[config.mk]
export PLATFORM = sky130hd
export DESIGN_NAME = mux_nto1_rr
export DESIGN_NICKNAME = d
export VERILOG_FILES = /design/src/rtl/mux_pkg.sv /design/src/rtl/mux_nto1_rr_arbiter.sv /design/src/rtl/mux_nto1_rr.sv
export SDC_FILE = /design/constraint.sdc
export NUM_CORES = 1
export LEC_CHECK = 0
export BUFFER_PORTS_ARGS = -buffer_cell sky130_fd_sc_hd__buf_4
export CAP_MARGIN = 20
export CORE_AREA = 2 2 76 49
export CTS_BUF_LIST = sky130_fd_sc_hd__clkbuf_8
export DETAILED_ROUTE_END_ITERATION = 10
export DIE_AREA = 0 0 78 51
export HOLD_SLACK_MARGIN = 0.12
export PLACE_DENSITY = 0.72
export SKIP_CTS_REPAIR_TIMING = 1
export SYNTH_ARGS = -nofsm -noshare
export SYNTH_HDL_FRONTEND = slang
export SYNTH_SLANG_ARGS = --single-unit
export TNS_END_PERCENT = 20
[constraint.sdc]
create_clock -name clk -period 2 [get_ports clk]
set_input_delay 0 -clock clk [delete_from_list [all_inputs] [get_ports clk]]
set_output_delay 0 -clock clk [all_outputs]
set_load 0.05 [all_outputs]
[src/rtl/mux_pkg.sv]
// -----------------------------------------------------------------------------
// mux_pkg
// Shared constants for the registered N-to-1 stream multiplexer.
//   MODE_FIXED : channel chosen by the external sel input
//   MODE_RR    : channel chosen by the internal round-robin arbiter
// -----------------------------------------------------------------------------
package mux_pkg;

  localparam logic MODE_FIXED = 1'b0;
  localparam logic MODE_RR    = 1'b1;

endpackage : mux_pkg

[src/rtl/mux_nto1_rr_arbiter.sv]
// -----------------------------------------------------------------------------
// rr_arbiter
// Rotating-priority arbiter. ptr_reg remembers the last granted channel; the
// search for the next grant starts at ptr_reg+1 and wraps modulo N_CH.
//
// Ports:
//   clk      in   clock, rising edge
//   rst_n    in   asynchronous active-low reset (ptr -> N_CH-1, so ch0 wins first)
//   req      in   [N_CH]  request vector
//   advance  in   1 when the current grant was consumed; ptr takes gnt_idx
//   gnt_idx  out  [SEL_W] index of the winning request
//   gnt_any  out  1 when any request is present
// -----------------------------------------------------------------------------
module rr_arbiter #(
  parameter  int N_CH  = 4,
  localparam int SEL_W = $clog2(N_CH)
) (
  input  logic             clk,
  input  logic             rst_n,
  input  logic [N_CH-1:0]  req,
  input  logic             advance,
  output logic [SEL_W-1:0] gnt_idx,
  output logic             gnt_any
);

  logic [SEL_W-1:0] ptr_reg;

  // cand[k] is the channel at priority position k: (ptr + 1 + k) mod N_CH.
  // Computed with one extra bit so the wrap works for non-power-of-two N_CH.
  logic [SEL_W-1:0] cand [N_CH];

  genvar gi;
  generate
    for (gi = 0; gi < N_CH; gi++) begin : g_cand
      logic [SEL_W:0] sum;
      assign sum = {1'b0, ptr_reg} + (SEL_W+1)'(gi + 1);
      assign cand[gi] = (sum >= (SEL_W+1)'(N_CH)) ?
                        SEL_W'(sum - (SEL_W+1)'(N_CH)) : sum[SEL_W-1:0];
    end
  endgenerate

  // Walk from lowest priority to highest so the highest-priority hit is the
  // last assignment and therefore wins.
  always_comb begin
    gnt_idx = '0;
    gnt_any = 1'b0;
    for (int k = N_CH - 1; k >= 0; k--) begin
      if (req[cand[k]]) begin
        gnt_idx = cand[k];
        gnt_any = 1'b1;
      end
    end
  end

  always_ff @(posedge clk or negedge rst_n) begin
    if (!rst_n) begin
      ptr_reg <= SEL_W'(N_CH - 1);
    end else if (advance) begin
      ptr_reg <= gnt_idx;
    end
  end

endmodule : rr_arbiter

[src/rtl/mux_nto1_rr.sv]
// -----------------------------------------------------------------------------
// mux_nto1_rr
// Registered N-to-1 valid/ready stream multiplexer with fixed-select or
// round-robin channel selection and a one-cycle output register.
//
// Optional feature macro: MUX_LOCK_EN
//   When defined, adds in_last/out_last and packet lock: a beat without
//   in_last locks the grant onto its channel until a beat with in_last.
//
// Ports:
//   clk        in   clock, rising edge
//   rst_n      in   asynchronous active-low reset
//   mode       in   MODE_FIXED (use sel) / MODE_RR (round-robin)
//   sel        in   [SEL_W] channel index in fixed mode
//   in_valid   in   [N_CH] per-channel valid
//   in_ready   out  [N_CH] per-channel ready (at most one high)
//   in_data    in   [N_CH*WIDTH] channel i at [i*WIDTH +: WIDTH]
//   out_valid  out  output register holds a beat
//   out_ready  in   downstream accepts
//   out_data   out  [WIDTH] registered data
//   out_ch     out  [SEL_W] source channel of out_data
//   in_last    in   [N_CH] end-of-packet marker   (MUX_LOCK_EN only)
//   out_last   out  registered end-of-packet      (MUX_LOCK_EN only)
// -----------------------------------------------------------------------------
module mux_nto1_rr #(
  parameter int N_CH  = 4,
  parameter int WIDTH = 8,
  parameter int SEL_W = $clog2(N_CH)
) (
  input  logic                    clk,
  input  logic                    rst_n,
  input  logic                    mode,
  input  logic [SEL_W-1:0]        sel,
  input  logic [N_CH-1:0]         in_valid,
  output logic [N_CH-1:0]         in_ready,
  input  logic [N_CH*WIDTH-1:0]   in_data,
  output logic                    out_valid,
  input  logic                    out_ready,
  output logic [WIDTH-1:0]        out_data,
  output logic [SEL_W-1:0]        out_ch
`ifdef MUX_LOCK_EN
  ,
  input  logic [N_CH-1:0]         in_last,
  output logic                    out_last
`endif
);

  import mux_pkg::*;

  logic                 load;
  logic [SEL_W-1:0]     grant;
  logic                 grant_ok;
  logic                 fixed_ok;
  logic [N_CH-1:0]      fixed_onehot;
  logic [N_CH-1:0]      arb_req;
  logic [SEL_W-1:0]     arb_idx;
  logic                 arb_any;
  logic [N_CH-1:0]      xfer_vec;
  logic                 xfer;
  logic [WIDTH-1:0]     xfer_data;
  logic                 lock_active;
  logic [SEL_W-1:0]     lock_ch;

  logic                 out_valid_reg;
  logic [WIDTH-1:0]     out_data_reg;
  logic [SEL_W-1:0]     out_ch_reg;

  assign load     = !out_valid_reg || out_ready;
  assign fixed_ok = ({1'b0, sel} < (SEL_W+1)'(N_CH));

  genvar gi;
  generate
    for (gi = 0; gi < N_CH; gi++) begin : g_chan
      // Channel addressed by the lock or by sel, independent of the arbiter.
      assign fixed_onehot[gi] = lock_active ? (lock_ch == SEL_W'(gi))
                                            : (sel == SEL_W'(gi));
      assign in_ready[gi]     = load && grant_ok && (grant == SEL_W'(gi));
    end
  endgenerate

  // In round-robin (unlocked) the arbiter searches all valids. Otherwise it
  // only sees the channel that can actually transfer, so on a transfer its
  // gnt_idx equals the transferred channel and ptr always records the last
  // transferred channel regardless of mode.
  assign arb_req = (mode == MODE_RR && !lock_active) ? in_valid
                                                     : (in_valid & fixed_onehot);

  rr_arbiter #(
    .N_CH (N_CH)
  ) u_arb (
    .clk     (clk),
    .rst_n   (rst_n),
    .req     (arb_req),
    .advance (xfer),
    .gnt_idx (arb_idx),
    .gnt_any (arb_any)
  );

  always_comb begin
    grant    = sel;
    grant_ok = fixed_ok;
    if (lock_active) begin
      grant    = lock_ch;
      grant_ok = 1'b1;
    end else if (mode == MODE_RR) begin
      grant    = arb_idx;
      grant_ok = arb_any;
    end
  end

  assign xfer_vec = in_valid & in_ready;
  assign xfer     = |xfer_vec;

  // xfer_vec is one-hot or zero, so an AND-OR select is sufficient.
  always_comb begin
    xfer_data = '0;
    for (int i = 0; i < N_CH; i++) begin
      xfer_data = xfer_data | (in_data[i*WIDTH +: WIDTH] & {WIDTH{xfer_vec[i]}});
    end
  end

  // A new input beat replaces the held beat in the same cycle it drains,
  // so there is no bubble at full throughput.
  always_ff @(posedge clk or negedge rst_n) begin
    if (!rst_n) begin
      out_valid_reg <= 1'b0;
      out_data_reg  <= '0;
      out_ch_reg    <= '0;
    end else if (xfer) begin
      out_valid_reg <= 1'b1;
      out_data_reg  <= xfer_data;
      out_ch_reg    <= grant;
    end else if (out_ready) begin
      out_valid_reg <= 1'b0;
    end
  end

  assign out_valid = out_valid_reg;
  assign out_data  = out_data_reg;
  assign out_ch    = out_ch_reg;

`ifdef MUX_LOCK_EN
  logic             lock_reg;
  logic [SEL_W-1:0] locked_ch_reg;
  logic             out_last_reg;
  logic             xfer_last;

  assign xfer_last = |(xfer_vec & in_last);

  always_ff @(posedge clk or negedge rst_n) begin
    if (!rst_n) begin
      lock_reg      <= 1'b0;
      locked_ch_reg <= '0;
      out_last_reg  <= 1'b0;
    end else if (xfer) begin
      lock_reg      <= !xfer_last;
      locked_ch_reg <= grant;
      out_last_reg  <= xfer_last;
    end
  end

  assign lock_active = lock_reg;
  assign lock_ch     = locked_ch_reg;
  assign out_last    = out_last_reg;
`else
  assign lock_active = 1'b0;
  assign lock_ch     = '0;
`endif

endmodule : mux_nto1_rr
==> results.md <==
* Status: finished, violations left
* Violated checks: negative setup slack
* Worst slew pin tran at 0.4344 ns
* I/O pin cnt at 57
* Synth Cell Area at 1096 um^2
* P_leak at 0.8675 nW
* Worst-skew pair later-pin latency at 0.24 ns
* Root buf cell: clkbuf_8
* Max-cap viol count at 0
* Global placement routability congestion at 0.8254
* Routed Antenna Nets at 0
* Final period util at 1.048
* Min-delay worst type: in2async
* Initial core utilization at 0.3221
* CTS Buffer Depth at 2
* # clock sinks at 13
* Crit path launch type: register
* Final Cell Area at 1942 um^2
* Die footprint at 3978 um^2
* Slowest stage cell, crit path: dfstp_2
* Most common cell after layout, fill and taps aside: buf_4
* Most frequent cells in the layout: buf_4 (62), nand2_1 (21), dlygate4sd3_1 (17)
* Multi-input combinational cell area at 785.8 um^2
* VDD IR max at 0.0008770 V
* Clock skew at around 0.0038 ns
* Mapped Cells at 121
* CTS tree: built
* Syn Area/Cell at 9.058 um^2
* Vias per cell at 5.048
* WL final at 3.703 mm
* Core ar. at 3403 um^2
* Die Span Y at 51 um
* Initial antenna violation count at 0
* Max Slew Vio Count at 0
* Power Density at 1257 nW/um^2
* WL/cell at about 15 um
* Critical path class: reg2reg
* Layout area overhead at 77.17%
* Crit path cell chain: buf_4, mux2i_1, nand2_1, o31ai_2, o22ai_1, mux2i_2, buf_12, o2bb2ai_1
* Final setup viols at 15
* Rows at 17
* Nets at 245
* Fillers at 298
* H-Tree Depth at 1
* Seq cells post-synth at 13
* Cts bufs inserted at 3
* Share of layout cells above drive strength 1 at 0.4901
* Gr usage total at 0.1746
* Max-slew headroom at 0.7101
* Cells after DPL at 227
* Via Count at 1257
* Synth cell types at 37
* Worst EP arrival at 2.26 ns
* DR iter-0 viols at 88
* Crit path required time at between 2 and 2.5 ns
* Max incr delay on CP at 0.54 ns
* Endpoints failing hold at 0
* Ys async rst share at 1.000
* Synth Flop Type: dfrtp_1
* Sequential fraction of the synthesis area at 0.2991
* Crit-path max FO at 11
* Max FFs per register at 8
* Yosys warns at 0
* Cell Area, Placed at 1624 um^2
* Setup ws final at -0.09657 ns
* Setup crit end kind: register
* Unrepaired setup endpoints after global routing: true
* HPWL after DPL at 2.608 mm
* Max Freq at 0.4770 GHz
* First-pass GRT wire length at around 5.5 mm
* TNS Setup at -1.189 ns
* Reg2reg path depth at 8
* Clk slew on worst S/H paths at roughly 0.060 ns
* Gr ovfl total at 0
* N_diodes at 0
* Count of buffers from port buffering at 56
* Post-synth EDFFs at 0
* 1st-pass router iterations at 4
* Die W at 78 um
* Final Critical Period at 2.097 ns
* Post-synth net total at ~160
* Vias in the first global route at 1135
* Fin cells at around 250
* FF/Latch Area at 327.8 um^2
* Number of remaining DRC errors at 0
* Maximum number of pins on one net before global-route repair at 15
## kinds of logic after synthesis
| logic type | Yosys count | synth area share |
|---|---|---|
| flip-flops | 13 | 0.2991 |
| AND/OR/NAND/NOR | 44 | 0.1941 |
| AO/OA/AOI/OAI | 44 | 0.3459 |
| buffers and inverters | 9 | 0.05708 |
| multiplexers | 11 | 0.1039 |
## layer usage
metal	global-route usage	vias to the layer above	wire length, um
met3	0.02297	0	208
met5	0	-	0
met2	0.2471	49	1717
li1	-	629	-
met4	0.03509	0	0
met1	0.2780	579	1777
## power by group
group	leakage (nW)	switching, mW	total, mW	internal, mW
combinational	0.695	1.00	1.68	0.682
sequential	0.146	0.120	0.532	0.412
clock	0.0269	0.0917	0.227	0.135
## cell usage after synthesis, types with 2 or more instances
library cell	instances	area (um^2)
dfrtp_1	11	275.3
o21ai_1	2	10.01
o21a_1	3	22.52
a221oi_1	8	70.07
clkbuf_1	2	7.510
buf_6	3	33.78
o22ai_1	2	12.51
mux2i_1	10	100.1
nand2_1	23	86.33
buf_2	2	10.01
o2bb2ai_1	3	26.28
nor3b_1	2	15.01
nand2b_1	3	18.77
o2bb2ai_2	7	105.1
dfstp_2	2	52.55
nor2_1	8	30.03
a21oi_1	10	50.05
## path summary, 6_finish.rpt
| kind | startpoint | end | slack (ns) |
|---|---|---|---|
| min | rst_n | out_ch[1] | 0.13 |
| min in group clk | out_ready | out_valid | 0.16 |
| max reg2reg | u_arb.ptr_reg[0] | out_ch[1] | -0.1 |
| min reg2reg | out_ch[1] | out_ch[1] | 0.51 |
| max in group asynchronous | rst_n | u_arb.ptr_reg[1] | 1.63 |
| max | u_arb.ptr_reg[0] | out_ch[1] | -0.1 |
## area by class of cell
type,instances,area share
multi-input combinational,99,0.4046
timing repair buffer,85,0.3711
sequential,13,0.1688
tap,47,0.03028
clock buffer,3,0.02126
clock inverter,1,0.001933
inverter,1,0.001933
## metrics by stage
step                power, mW  worst slack, ns  utilization  hold WS (ns)
floorplan               1.550         -0.09002            -       -0.2956
global placement        2.053          -0.1009       0.4772       -0.1487
detailed placement      2.066         -0.09668       0.4772       -0.1470
CTS                     2.305          -0.1331       0.4904       -0.4088
global route            2.579          -0.1935       0.5706        0.1675
finish                  2.442         -0.09657       0.5706        0.1299
## worst max-delay path: cells and delay by family (launching register included)
| kind | cells | cell delay (ns) |
|---|---|---|
| and+or+nand+nor | 1 | 0.10 |
| muxes | 2 | 0.42 |
| AOI/OAI and AO/OA | 3 | 0.63 |
| DFF | 1 | 0.54 |
| buffers and inverters | 2 | 0.31 |
Note: power is estimated with default switching activity, not from simulation.
